==> src/rtl/btn_conditioner_if.sv <==
// Press-event stream between the button front end and the game core.
// The master presents one encoded press at a time; the slave accepts it with evt_ready.
interface btn_conditioner_if #(
    parameter int CODE_W = 2
);
    logic              evt_valid;
    logic [CODE_W-1:0] evt_code;
    logic              evt_ready;
    logic              evt_overflow;

    modport master (
        output evt_valid,
        output evt_code,
        output evt_overflow,
        input  evt_ready
    );

    modport slave (
        input  evt_valid,
        input  evt_code,
        input  evt_overflow,
        output evt_ready
    );
endinterface

==> src/rtl/btn_conditioner.sv <==
// Button front end: synchronizes and debounces raw pads, then emits one
// press pulse and one queued event per debounced rising edge.
module btn_conditioner #(
    parameter int N_BTN           = 4,
    parameter int DEBOUNCE_CYCLES = 250000,
    parameter int CNT_W           = 18,
    parameter int CODE_W          = 2
) (
    input  logic              clk,
    input  logic              rst,
    input  logic [N_BTN-1:0]  btn_raw,
    output logic [N_BTN-1:0]  btn_level,
    output logic [N_BTN-1:0]  btn_press,
    btn_conditioner_if.master evt
);
    localparam logic [CNT_W-1:0] CNT_LAST = CNT_W'(DEBOUNCE_CYCLES - 1);

    logic [N_BTN-1:0]  sync_meta;
    logic [N_BTN-1:0]  sync;
    logic [CNT_W-1:0]  cnt [N_BTN];
    logic [N_BTN-1:0]  flip;
    logic [N_BTN-1:0]  rise;
    logic [N_BTN-1:0]  pend;
    logic [N_BTN-1:0]  sel_mask;
    logic [N_BTN-1:0]  take_mask;
    logic [N_BTN-1:0]  drop;
    logic [CODE_W-1:0] sel_code;
    logic              sel_found;
    logic              slot_free;

    always_ff @(posedge clk) begin
        if (rst) begin
            sync_meta <= '0;
            sync      <= '0;
        end else begin
            sync_meta <= btn_raw;
            sync      <= sync_meta;
        end
    end

    // A button flips once its synchronized value has disagreed for the full window.
    always_comb begin
        flip = '0;
        for (int i = 0; i < N_BTN; i++) begin
            flip[i] = (sync[i] != btn_level[i]) && (cnt[i] == CNT_LAST);
        end
    end

    assign rise = flip & sync;

    always_ff @(posedge clk) begin
        if (rst) begin
            for (int i = 0; i < N_BTN; i++) begin
                cnt[i] <= '0;
            end
            btn_level <= '0;
            btn_press <= '0;
        end else begin
            for (int i = 0; i < N_BTN; i++) begin
                if ((sync[i] == btn_level[i]) || flip[i]) begin
                    cnt[i] <= '0;
                end else begin
                    cnt[i] <= cnt[i] + CNT_W'(1);
                end
            end
            btn_level <= btn_level ^ flip;
            btn_press <= rise;
        end
    end

    always_comb begin
        sel_code  = '0;
        sel_mask  = '0;
        sel_found = 1'b0;
        for (int i = 0; i < N_BTN; i++) begin
            if (pend[i] && !sel_found) begin
                sel_found   = 1'b1;
                sel_code    = CODE_W'(i);
                sel_mask[i] = 1'b1;
            end
        end
    end

    // A press landing on the bit being handed to the slot survives; only a
    // press onto a bit that stays pending is lost.
    assign slot_free = !evt.evt_valid || evt.evt_ready;
    assign take_mask = slot_free ? sel_mask : '0;
    assign drop      = rise & pend & ~take_mask;

    always_ff @(posedge clk) begin
        if (rst) begin
            pend             <= '0;
            evt.evt_valid    <= 1'b0;
            evt.evt_code     <= '0;
            evt.evt_overflow <= 1'b0;
        end else begin
            pend <= (pend & ~take_mask) | rise;
            if (|drop) begin
                evt.evt_overflow <= 1'b1;
            end
            if (slot_free) begin
                evt.evt_valid <= sel_found;
                if (sel_found) begin
                    evt.evt_code <= sel_code;
                end
            end
        end
    end
endmodule

==> src/flat_wrapper.sv <==
// flat-port wrapper written by rule: the top's interface ports become plain ports
module btn_conditioner_flat 
#(
    parameter int N_BTN           = 4,
    parameter int DEBOUNCE_CYCLES = 250000,
    parameter int CNT_W           = 18,
    parameter int CODE_W          = 2
)
  (clk, rst, btn_raw, btn_level, btn_press, evt_evt_valid, evt_evt_code, evt_evt_overflow, evt_evt_ready);
  btn_conditioner_if #(.CODE_W(CODE_W)) evt_i ();
  input  logic clk;
  input  logic rst;
  input  logic [N_BTN-1:0] btn_raw;
  output logic [N_BTN-1:0] btn_level;
  output logic [N_BTN-1:0] btn_press;
  output wire logic [$bits(evt_i.evt_valid)-1:0] evt_evt_valid;
  output wire logic [$bits(evt_i.evt_code)-1:0] evt_evt_code;
  output wire logic [$bits(evt_i.evt_overflow)-1:0] evt_evt_overflow;
  input wire logic [$bits(evt_i.evt_ready)-1:0] evt_evt_ready;
  assign evt_evt_valid = evt_i.evt_valid;
  assign evt_evt_code = evt_i.evt_code;
  assign evt_evt_overflow = evt_i.evt_overflow;
  assign evt_i.evt_ready = evt_evt_ready;
  btn_conditioner #(.N_BTN(N_BTN), .DEBOUNCE_CYCLES(DEBOUNCE_CYCLES), .CNT_W(CNT_W), .CODE_W(CODE_W)) u_core (.clk(clk), .rst(rst), .btn_raw(btn_raw), .btn_level(btn_level), .btn_press(btn_press), .evt(evt_i));
endmodule
==> config.mk <==
export PLATFORM = sky130hd
export DESIGN_NAME = btn_conditioner_flat
export DESIGN_NICKNAME = d
export VERILOG_FILES = /design/src/rtl/btn_conditioner_if.sv /design/src/rtl/btn_conditioner.sv /design/src/flat_wrapper.sv
export SDC_FILE = /design/constraint.sdc
export NUM_CORES = 1
export LEC_CHECK = 0
export ABC_CLOCK_PERIOD_IN_PS = 2700
export CORE_UTILIZATION = 61
export DETAILED_ROUTE_END_ITERATION = 8
export PLACE_DENSITY = 0.8
export SKIP_CTS_REPAIR_TIMING = 1
export SYNTH_ARGS = -nofsm -noshare
export SYNTH_HDL_FRONTEND = slang
export SYNTH_SLANG_ARGS = --single-unit
==> constraint.sdc <==
create_clock -name clk -period 2.7 [get_ports clk]
set_input_delay 0.54 -clock clk [delete_from_list [all_inputs] [get_ports clk]]
set_output_delay 0.54 -clock clk [all_outputs]
set_load 0.02 [all_outputs]
==> Yosys cells after proc, flatten, opt, wreduce, memory -nomap -nowiden <==
Memories as Yosys holds them, arrays and structs flattened.
Cells that the tools add are included.
{ "totals": {"reg_bits": 24, "mem_bits_rw": 72, "word_cells": 103, "n_memories": 1} }
{ "mem_list": {"columns": ["memory", "words", "width", "rd", "rd_clocked_by_memory_dff", "wr", "line_no", "rtl"], "rows": [
  ["u_core.cnt", 4, 18, 4, 0, 4, "btn_conditioner.sv:20", "logic [CNT_W-1:0] cnt [N_BTN];"]
]} }
{ "op_classes": {"addsub": 4, "eq_ne": 12, "mux": 45, "bitwise_logic": 15, "n_reduce_logical": 18} }
{ "op_table": {"columns": ["operator", "n"], "rows": [
  ["2-to-1 mux 18 bit", 8],
  ["adder 18 x 1 -> 18 bit, second input constant", 4],
  ["== test 18 bit, second input constant", 4],
  ["2-to-1 mux 1 bit", 34],
  ["AND 4 bit", 4],
  ["bitwise OR 1 bit", 8],
  ["logical AND 1 bit", 7],
  ["logical OR 1 bit", 5],
  ["== test 1 bit", 4],
  ["zero test 1 bit", 4],
  ["2-to-1 mux 2 bit", 2],
  ["2-to-1 mux 4 bit", 1],
  ["!= test 1 bit", 4],
  ["NOT 4 bit", 1],
  ["bitwise OR 4 bit", 1],
  ["OR reduction 4 bit", 1],
  ["bitwise XOR 4 bit", 1],
  ["AND reduction 2 bit", 1]
]} }

==> Depth between registers and ports, before layout <==
{ "depth": {"depth_word": 14, "mapped_depth": 7} }

==> Worst setup path after synthesis <==
Ideal clock, no wire load.
{ "synth_timing": {"path_type": "reg-to-reg", "from": "memory u_core.cnt[3][0], in the netlist u_core.cnt[0][54]", "to": "memory u_core.cnt[3][5], in the netlist u_core.cnt[0][59], data pin", "arrival_ns": 1.816, "slack_ns": 0.617, "path_stages_with_launch": 8, "n_path_buf": 2, "period_less_slack_ns": 2.083, "cell_sequence": "edfxtp_1 -> ha_1 -> nand3_1 -> nor4_1 -> a31o_2 -> buf_2 -> clkbuf_1 -> nor2_1"} }
{ "synth_rtl": {"columns": ["element", "line_no"], "rows": [
  ["from (decl)", "btn_conditioner.sv:20"]
]} }

==> flow_summary.toml <==
[die]
design.die.area_um2 = 8400
ioPinCount = 19
start_util = 0.631
die_h_um = 91.7
core_um2 = 7770
rows = 32
dieWidth_um = 91.7

[cts]
htreeDepth = 3
cts-root-buf = "clkbuf_8"
clkSlewWorstSetupHoldPaths_ps = 90
cts_tree = "yes"
clkLatencyLatePin_ps = 360
cts_buffer_depth = 2
clock-sinks = 96
cts_buffers = 9

[sta]
min_period_ps = 2300
fin_skew_ps = 8.43
setup_tns_ps = 0
tightest_slew_ps = 580
setup_viol = 0
fin_crit_sh = 0.850
drv_slew = 0
maxSlewHeadroom = 0.614
fin_ws_ps = 404
finalHoldWorstSlack_ps = 437
finalHoldViolations = 0
max_freq_mhz = 436
rsz0062_at_grt = "no"

[detailed_routing]
wl_per_cell_um = 13.2
drt-total-wl_mm = 8.90
drtAntennaViolNets = 0
vias_per_cell = 5.46
dr.pass1.iters = 5
dr_total_vias = 3683
drt-initial-drc-count = 197
drc = 0

[critical_path]
crit_type = "register to register"
path_max_fanout = 17
cp-end-kind = "register"
arrival_ps = 2390
cp.required_ps = 2800
startpoint_type = "register"

[synth]
synth_edf_count = 72
synth_top_family_by_area = "simple AND/OR/NAND/NOR gates"
synth-xor-area-share = 0.0893
ys_seq_area_frac = 0.539
synthDistinctLibCells = 53
synth.most_common_cell = "nor2_1"
postSynthAreaPerCell_um2 = 10.3
synth_mux_area_frac = 0
syn_area_um2 = 4900
synth_compound_area_frac = 0.0776
synthAdderAreaFrac = 0.0102
ys_ff_latch = 96
synthSimpleGateAreaFrac = 0.257
synth_area_leaders = "edfxtp_1 (44%), dfxtp_1 (9.8%), nor2_1 (5.9%)"
synth_ff_type = "edfxtp_1"
yosysTopAreaCell = "edfxtp_1"
ys_top_cells_by_count = "nor2_1 (77), edfxtp_1 (72), xnor2_1 (32)"
yosysTopAreaCellShare = 0.441
async_flop_share = 0
syn_inst = 477
yosysWarnings = 0

[grt]
antenna_found_initial = 0
overflow = 0
use_met1 = 0.301
grt_max_degree = 19
globalRouteMet3Util = 0.0340
grt_pass1_vias = 3500
grt_busiest_layer = "met2"
grt_usage = 0.231
gr-usage-met2 = 0.377
grt_pass1_wl_mm = 15.3

[pwr]
p_seq_frac = 0.603
leakagePower_uw = 0.00192
netSwitchingFraction = 0.220
ir_worst_vdd_mv = 0.297
power_density_nw_per_um2 = 495
switchingPower_uw = 616
pwr-share-comb = 0.044
p_int_uw = 2190
p_clk_frac = 0.352

[layout]
n_antenna_cell = 0
area_growth_pct = 15.5
drive_above_1_share = 0.0611
finish.net_count = 579
fin_util = 0.729

[placed_design]
dpl.hpwl_mm = 6.30
portBuffers = 18
pre_cts_ws_ps = 329
gp_congestion = 0.806

[run_status]
status = "finished, final reports clean"

[worst_hold_path]
hold_class = "register to register"

[run]
cap_violations = 0
metrics by stage:
step	instance area (um2)	instances	power [uW]
after global placement	5460	659	1840
final	5670	675	2810
after floorplan	5170	548	1810
after detailed placement	5460	659	1840
after CTS	5670	675	2820
after global routing	5670	675	2900
worst max-delay path, cell delays in order (launching register included):
cell,delay (ps)
edfxtp_1,510
or4bb_1,530
nor3_1,330
a21o_1,540
nor2_1,110
layout make-up:
class | instances | area [um2]
Inverter | 17 | 63.8
Multi-Input combinational cell | 420 | 2400
Timing Repair Buffer | 24 | 225
Clock buffer | 13 | 169
Tap cell | 102 | 128
Fill cell | 580 | 2100
Sequential cell | 96 | 2640
Clock inverter | 3 | 38.8
power groups by stage:
stage | combinational, uW | clock, uW | sequential, uW
after floorplan | 96.1 | 0 | 1710
after global placement | 117 | 0 | 1720
after CTS | 121 | 1010 | 1690
final | 124 | 989 | 1690
after global routing | 144 | 1050 | 1700
after detailed placement | 119 | 0 | 1730
cell families (layout without fill, tap and decap cells):
logic type                 count (synthesis)  in the layout
AOI/OAI and AO/OA                         60             60
DFF                                       96             96
adders and majority gates                  4              4
other                                      1             72
buffers and inverters                     32             57
and+or+nand+nor                          234            234
xor gates and xnor gates                  50             50
routing by layer:
layer | vias up | wire length [um]
met4 | 0 | 144
met3 | 14 | 343
met2 | 72 | 4240
met5 | - | 0
met1 | 1738 | 4180
li1 | 1859 | -
state kept, by name, indices dropped and copies added (netlist names), named ones only:
| name | cells |
|---|---|
| u_core.pend | 4 |
| u_core.sync_meta | 4 |
| u_core.evt.evt_code | 2 |
| u_core.evt.evt_valid | 1 |
| u_core.btn_press | 4 |
| u_core.sync | 4 |
| u_core.cnt | 72 |
| u_core.evt.evt_overflow | 1 |
cell usage in the layout (no fill, tap or decap), types with 15 or more instances in the layout:
cell type / instances
a21oi_1: 24
clkdlybuf4s50_1: 18
conb_1: 72
dfxtp_1: 24
edfxtp_1: 72
inv_1: 17
nand2_1: 23
nand3_1: 28
nand4_1: 16
nor2_1: 77
nor3_1: 15
xnor2_1: 32
xor2_1: 18
path summary, 6_finish.rpt:
| kind | startpoint | endpoint | slack (ps) | depth (start not counted) |
|---|---|---|---|---|
| max | u_core.cnt[0][23] | u_core.cnt[0][25] | 400 | 4 |
| min | u_core.sync_meta[0] | u_core.sync[0] | 440 | 1 |
| max reg2reg | u_core.cnt[0][23] | u_core.cnt[0][25] | 400 | 4 |
| min reg2reg | u_core.sync_meta[0] | u_core.sync[0] | 440 | 1 |
No activity file was read; power rests on OpenSTA's default activity.
